`src/rtl/disp_pkg.sv`:
```
// Shared encodings for the display page scheduler: page numbers, FSM states
// and the pattern shown when a remote read times out.
package disp_pkg;

    typedef enum logic [1:0] {
        PAGE_PC  = 2'd0,
        PAGE_ALU = 2'd1,
        PAGE_RF  = 2'd2,
        PAGE_MEM = 2'd3
    } page_e;

    typedef enum logic [1:0] {
        ST_IDLE  = 2'd0,
        ST_WAIT  = 2'd1,
        ST_LATCH = 2'd2
    } state_e;

    localparam logic [31:0] STALE_PATTERN = 32'hDEAD_DEAD;

endpackage

```
`src/rtl/disp_page_ctr.sv`:
```
// Page register with auto-rotation dwell counter and manual button advance.
// page_changed_o is high in the cycle whose closing edge moves the page.
module disp_page_ctr
    import disp_pkg::*;
#(
    parameter int DWELL_TICKS = 512
) (
    input  logic  clk,
    input  logic  clr,
    input  logic  tick_i,
    input  logic  mode_auto_i,
    input  logic  btn_next_i,
    output page_e page_o,
    output logic  page_changed_o
);

    localparam int CW = (DWELL_TICKS > 2) ? $clog2(DWELL_TICKS) : 1;
    localparam logic [CW-1:0] LAST = CW'(DWELL_TICKS - 1);

    logic          mode_q;
    logic [CW-1:0] dwell_q;
    page_e         page_q;
    logic          mode_chg, wrap, adv;

    // A mode flip restarts the dwell count, so that cycle's tick is not counted.
    assign mode_chg = (mode_auto_i != mode_q);
    assign wrap     = mode_auto_i && !mode_chg && tick_i && (dwell_q == LAST);
    assign adv      = wrap || (!mode_auto_i && btn_next_i);

    always_ff @(posedge clk or posedge clr) begin
        if (clr) begin
            mode_q  <= 1'b0;
            dwell_q <= '0;
            page_q  <= PAGE_PC;
        end else begin
            mode_q <= mode_auto_i;
            if (mode_chg || wrap)
                dwell_q <= '0;
            else if (mode_auto_i && tick_i)
                dwell_q <= dwell_q + 1'b1;
            if (adv)
                page_q <= page_e'(page_q + 2'd1);
        end
    end

    assign page_o         = page_q;
    assign page_changed_o = adv;

endmodule

```
`src/rtl/disp_page_sched.sv`:
```
// Shares the 16-bit display path between PC, ALU, register-file and memory
// pages; remote words are fetched over the debug req/ack port.
module disp_page_sched
    import disp_pkg::*;
#(
    parameter int DWELL_TICKS = 512,
    parameter int ACK_TIMEOUT = 64
) (
    input  logic        clk,
    input  logic        clr,
    input  logic        tick,
    input  logic        mode_auto,
    input  logic        btn_next,
    input  logic        half_sel,
    input  logic [7:0]  sel_addr,
    input  logic [31:0] pc,
    input  logic [31:0] alu_result,
    output logic        dbg_req,
    output logic        dbg_sel,
    output logic [31:0] dbg_addr,
    input  logic        dbg_ack,
    input  logic [31:0] dbg_rdata,
    output logic [15:0] disp_data,
    output logic [1:0]  page,
    output logic        stale
);

    localparam int TW = (ACK_TIMEOUT > 2) ? $clog2(ACK_TIMEOUT) : 1;
    localparam logic [TW-1:0] TLAST = TW'(ACK_TIMEOUT - 1);

    page_e         cur_page;
    logic          page_chg;
    state_e        state_q;
    logic          pending_q, pending_d, abort_q, trig;
    logic          half_sel_q;
    logic [7:0]    sel_addr_q;
    logic [TW-1:0] tmo_q;
    logic [31:0]   buf_q, dbg_addr_q;
    logic          dbg_req_q, dbg_sel_q, stale_q;
    logic [15:0]   disp_q;

    disp_page_ctr #(.DWELL_TICKS(DWELL_TICKS)) u_ctr (
        .clk            (clk),
        .clr            (clr),
        .tick_i         (tick),
        .mode_auto_i    (mode_auto),
        .btn_next_i     (btn_next),
        .page_o         (cur_page),
        .page_changed_o (page_chg)
    );

    // New triggers win over the IDLE consume so a request arriving that cycle is kept.
    assign trig      = tick || page_chg || (half_sel != half_sel_q) || (sel_addr != sel_addr_q);
    assign pending_d = trig || (pending_q && (state_q != ST_IDLE));

    always_ff @(posedge clk or posedge clr) begin
        if (clr) begin
            state_q    <= ST_IDLE;
            pending_q  <= 1'b0;
            abort_q    <= 1'b0;
            half_sel_q <= 1'b0;
            sel_addr_q <= '0;
            tmo_q      <= '0;
            buf_q      <= '0;
            dbg_addr_q <= '0;
            dbg_req_q  <= 1'b0;
            dbg_sel_q  <= 1'b0;
            stale_q    <= 1'b0;
            disp_q     <= '0;
        end else begin
            half_sel_q <= half_sel;
            sel_addr_q <= sel_addr;
            pending_q  <= pending_d;
            if (page_chg && state_q == ST_WAIT)
                abort_q <= 1'b1;
            case (state_q)
                ST_IDLE: if (pending_q) begin
                    case (cur_page)
                        PAGE_PC: begin
                            buf_q   <= pc;
                            state_q <= ST_LATCH;
                        end
                        PAGE_ALU: begin
                            buf_q   <= alu_result;
                            state_q <= ST_LATCH;
                        end
                        PAGE_RF: begin
                            dbg_sel_q  <= 1'b0;
                            dbg_addr_q <= {27'b0, sel_addr[4:0]};
                            dbg_req_q  <= 1'b1;
                            tmo_q      <= '0;
                            state_q    <= ST_WAIT;
                        end
                        PAGE_MEM: begin
                            dbg_sel_q  <= 1'b1;
                            dbg_addr_q <= {22'b0, sel_addr, 2'b00};
                            dbg_req_q  <= 1'b1;
                            tmo_q      <= '0;
                            state_q    <= ST_WAIT;
                        end
                    endcase
                end
                ST_WAIT: begin
                    if (dbg_ack) begin
                        buf_q     <= dbg_rdata;
                        stale_q   <= 1'b0;
                        dbg_req_q <= 1'b0;
                        state_q   <= ST_LATCH;
                    end else if (tmo_q == TLAST) begin
                        buf_q     <= STALE_PATTERN;
                        stale_q   <= 1'b1;
                        dbg_req_q <= 1'b0;
                        state_q   <= ST_LATCH;
                    end else begin
                        tmo_q <= tmo_q + 1'b1;
                    end
                end
                ST_LATCH: begin
                    // An aborted fetch belongs to the old page; its pending refresh redraws.
                    if (!abort_q)
                        disp_q <= half_sel ? buf_q[31:16] : buf_q[15:0];
                    abort_q <= 1'b0;
                    state_q <= ST_IDLE;
                end
                default: state_q <= ST_IDLE;
            endcase
        end
    end

    assign dbg_req   = dbg_req_q;
    assign dbg_sel   = dbg_sel_q;
    assign dbg_addr  = dbg_addr_q;
    assign disp_data = disp_q;
    assign page      = cur_page;
    assign stale     = stale_q;

endmodule

```
`config.mk`:
```
export PLATFORM = sky130hd
export DESIGN_NAME = disp_page_sched
export DESIGN_NICKNAME = d
export VERILOG_FILES = /design/src/rtl/disp_pkg.sv /design/src/rtl/disp_page_ctr.sv /design/src/rtl/disp_page_sched.sv
export SDC_FILE = /design/constraint.sdc
export NUM_CORES = 1
export LEC_CHECK = 0
export ABC_CLOCK_PERIOD_IN_PS = 5300
export CAP_MARGIN = 15
export CORE_MARGIN = 1
export CORE_UTILIZATION = 35
export CTS_CLUSTER_SIZE = 8
export DETAILED_ROUTE_END_ITERATION = 6
export PLACE_DENSITY = 0.62
export SLEW_MARGIN = 20
export SYNTH_ARGS = -nofsm -noshare
export SYNTH_HDL_FRONTEND = slang
export SYNTH_SLANG_ARGS = --single-unit
```
`constraint.sdc`:
```
create_clock -name clk -period 5.3 [get_ports clk]
set_input_delay 0.795 -clock clk [delete_from_list [all_inputs] [get_ports clk]]
set_output_delay 0.795 -clock clk [all_outputs]
set_load 0.02 [all_outputs]
```
==> impl_metrics.ini <==
[outcome]
status = completed

[clock_network]
cts_buffer_depth = 2
ctsResizeCount = 0
cts.htree.levels = 3
post_cts_buffers = 0
cts_buffers = 9
clkTransAtPathRegs_ns = 0.07
root_buffer = clkbuf_16
cts.sinks = 92
cts_tree = built
clock_latency_ns = 0.33
hold_buffers = 0

[placed_design]
place_congestion = 0.750
pre_cts_ws_ns = 2.24
placed_area_um2 = 6380
port-buffer-count = 141
hpwlAfterDp_um = 8100

[sta]
fin_crit_sh_pct = 55.9
period_minus_slack_ns = 2.96
final.setup.tns_ns = 0
fmax_mhz = 338
slew_headroom_pct = 29.1
rsz0062_at_grt = false
hold_slack_ns = 0.476
finClkSkew_ns = 0.00917
slew_violations = 0
finalSetupViolations = 0
worstMarginPinSlew_ns = 1.06
hold_viol_final = 0
setup_ws_ns = 2.34

[setup_path]
critical_path_arrival_ns = 3.17
worstPathMaxFanout = 33
critPathLaunchType = register
max_stage_delay_ns = 0.90
end_kind = register
crit_required_ns = 5.51
worstPathCellList = inv_1 -> ha_2 -> o21ai_0 -> a211o_2 -> mux2_4
critPathKind = reg -> reg
crit_slowest_cell = ha_2

[logic_synthesis]
synth.area.top_cells = dfrtp_1 47%, mux2i_1 11%, mux2_4 9.1%
synth_area_per_cell_um2 = 10.9
async_reset_ff_share_pct = 100
ys_warn_count = 0
synth_ff_type = dfrtp_1
netlist-cell-type-count = 39
synth-xor-area-share_pct = 2.84
yosys.area_share.adder_pct = 2.03
post-synth-top-count-cell = dfrtp_1
yosys-top-cells-count = 92 x dfrtp_1, 67 x a21oi_1, 52 x mux2i_1, 30 x mux2_4, 26 x nor2_1
synth_mux_area_share_pct = 20.4
syn_area_um2 = 4930
synth_edf_count = 0
synth-simple-area-share_pct = 10.2
synth_top_area_share_pct = 46.7
synth_compound_area_share_pct = 10.9
syn_inst = 450
yosys.area.top_type = dfrtp_1
synth_top_family_by_area = multiplexers
ys_ff_latch = 92
synth.yosys.seq_area_share_pct = 46.7

[detailed_routing]
drt_first_pass_iters = 4
drt_iter0_markers = 147
drc = 0
drtAntennaViolNets = 0
drt-total-wl_um = 11300
avgViaCountPerCell = 4.83
dr_total_vias = 3660
drt-wirelength-per-cell_um = 14.9

[layout]
multi_input_area_um2 = 2380
num_antenna_cells = 0
fin_nets = 695
register_area_um2 = 2300
area_delta_synth_final_pct = 36.0
fillCellCount = 1189
drive_above_1_share_pct = 10.3
fin_area_um2 = 6700

[flow_run]
drv_cap = 0

[grt]
antenna_found_initial = 0
track_usage_pct = 16.0
grt_max_degree = 72
grt_pass1_vias = 3732
grt_pass1_wl_um = 18300
globalRouteOverflowTotal = 0

[floorplan]
ios = 164
initial_core_util_pct = 36.5
fp.dieH_um = 121
std_cell_rows = 42
die_x_um = 121
die_area_um2 = 14600
coreArea_um2 = 13500

[power]
powerDensity_nw_per_um2 = 523
peakVddDrop_mv = 0.240
p_total_uw = 3500
p_leak_uw = 0.00290

[worst_hold_path]
hold_class = reg -> reg
-- cell usage in the layout (no fill, tap or decap), types with 13 or more instances in the layout --
| cell type | synthesis | layout |
|---|---|---|
| dfrtp_1 | 92 | 92 |
| o21ai_0 | 13 | 13 |
| a21oi_1 | 67 | 67 |
| xor2_1 | 14 | 14 |
| mux2i_1 | 52 | 52 |
| mux2_4 | 30 | 30 |
| nor2_1 | 26 | 26 |
| conb_1 | 1 | 22 |
| clkdlybuf4s50_1 | 0 | 141 |
| nand2_1 | 15 | 15 |
| nor3b_1 | 22 | 22 |
-- state kept, by name, summed over array words and instances (netlist names) --
name	cells
state_q	2
sel_addr_q	8
tmo_q	6
stale	1
u_ctr.page_o	2
dbg_addr	10
pending_q	1
dbg_sel	1
dbg_req	1
buf_q	32
u_ctr.mode_q	1
u_ctr.dwell_q	9
abort_q	1
disp_data	16
half_sel_q	1
-- critical path: cells and delay by family (launching register included) --
kind	cells	cell delay (ns)
adder cells (fa/ha/maj)	1	0.90
buffers and inverters	1	0.11
AO/OA/AOI/OAI	2	0.98
flip-flops	1	0.41
multiplexers	1	0.43
-- cells by family after synthesis --
family	count (synthesis)
AO/OA/AOI/OAI	95
AND/OR/NAND/NOR	93
flip-flops	92
multiplexers	85
buffers and inverters	60
XOR/XNOR	16
adder cells (fa/ha/maj)	8
other	1
-- power by group --
part	internal (µW)	switching [µW]	total, µW
Combinational	900	791	1690
Sequential	975	160	1140
Clock	413	261	674
-- per-layer routing --
| metal | up-vias | GRT usage (%) | part of all wire, % | wire length [µm] |
|---|---|---|---|---|
| met5 | - | 0 | 0 | 0 |
| met4 | 0 | 5.32 | 1.3 | 143 |
| met3 | 9 | 2.03 | 3.3 | 369 |
| met2 | 77 | 28.7 | 52 | 5920 |
| met1 | 1772 | 19.8 | 43 | 4870 |
| li1 | 1802 | - | - | - |
-- per-stage QoR --
step,std cells,utilization [%]
4_1_cts,757,49.6
5_1_grt,757,49.6
6_report,757,49.6
3_3_place_gp,741,47.2
3_5_place_dp,741,47.2
2_1_floorplan,471,-
-- area by class of cell --
type | instances | share of cell area [%]
Timing Repair Buffer | 146 | 21.6
Clock inverter | 6 | 1.33
Multi-Input combinational cell | 319 | 35.5
Tap cell | 176 | 3.29
Clock buffer | 10 | 3.42
Inverter | 8 | 0.467
Sequential cell | 92 | 34.4
-- worst paths after layout --
kind	from	endpoint	slack, ns	depth (start not counted)
max in group asynchronous	clr	u_ctr.dwell_q[0]$_DFFE_PP0P_	3.32	3
min in group asynchronous	clr	disp_data[9]$_DFFE_PP0P_	0.89	2
hold reg to reg	dbg_sel$_DFFE_PP0P_	dbg_sel$_DFFE_PP0P_	0.48	1
hold / removal	dbg_sel$_DFFE_PP0P_	dbg_sel$_DFFE_PP0P_	0.48	1
setup / recovery	u_ctr.page_o[1]$_DFFE_PP0P_	buf_q[20]$_DFFE_PP0P_	2.34	5
setup reg to reg	u_ctr.page_o[1]$_DFFE_PP0P_	buf_q[20]$_DFFE_PP0P_	2.34	5
(Power assumes the default switching activity.)
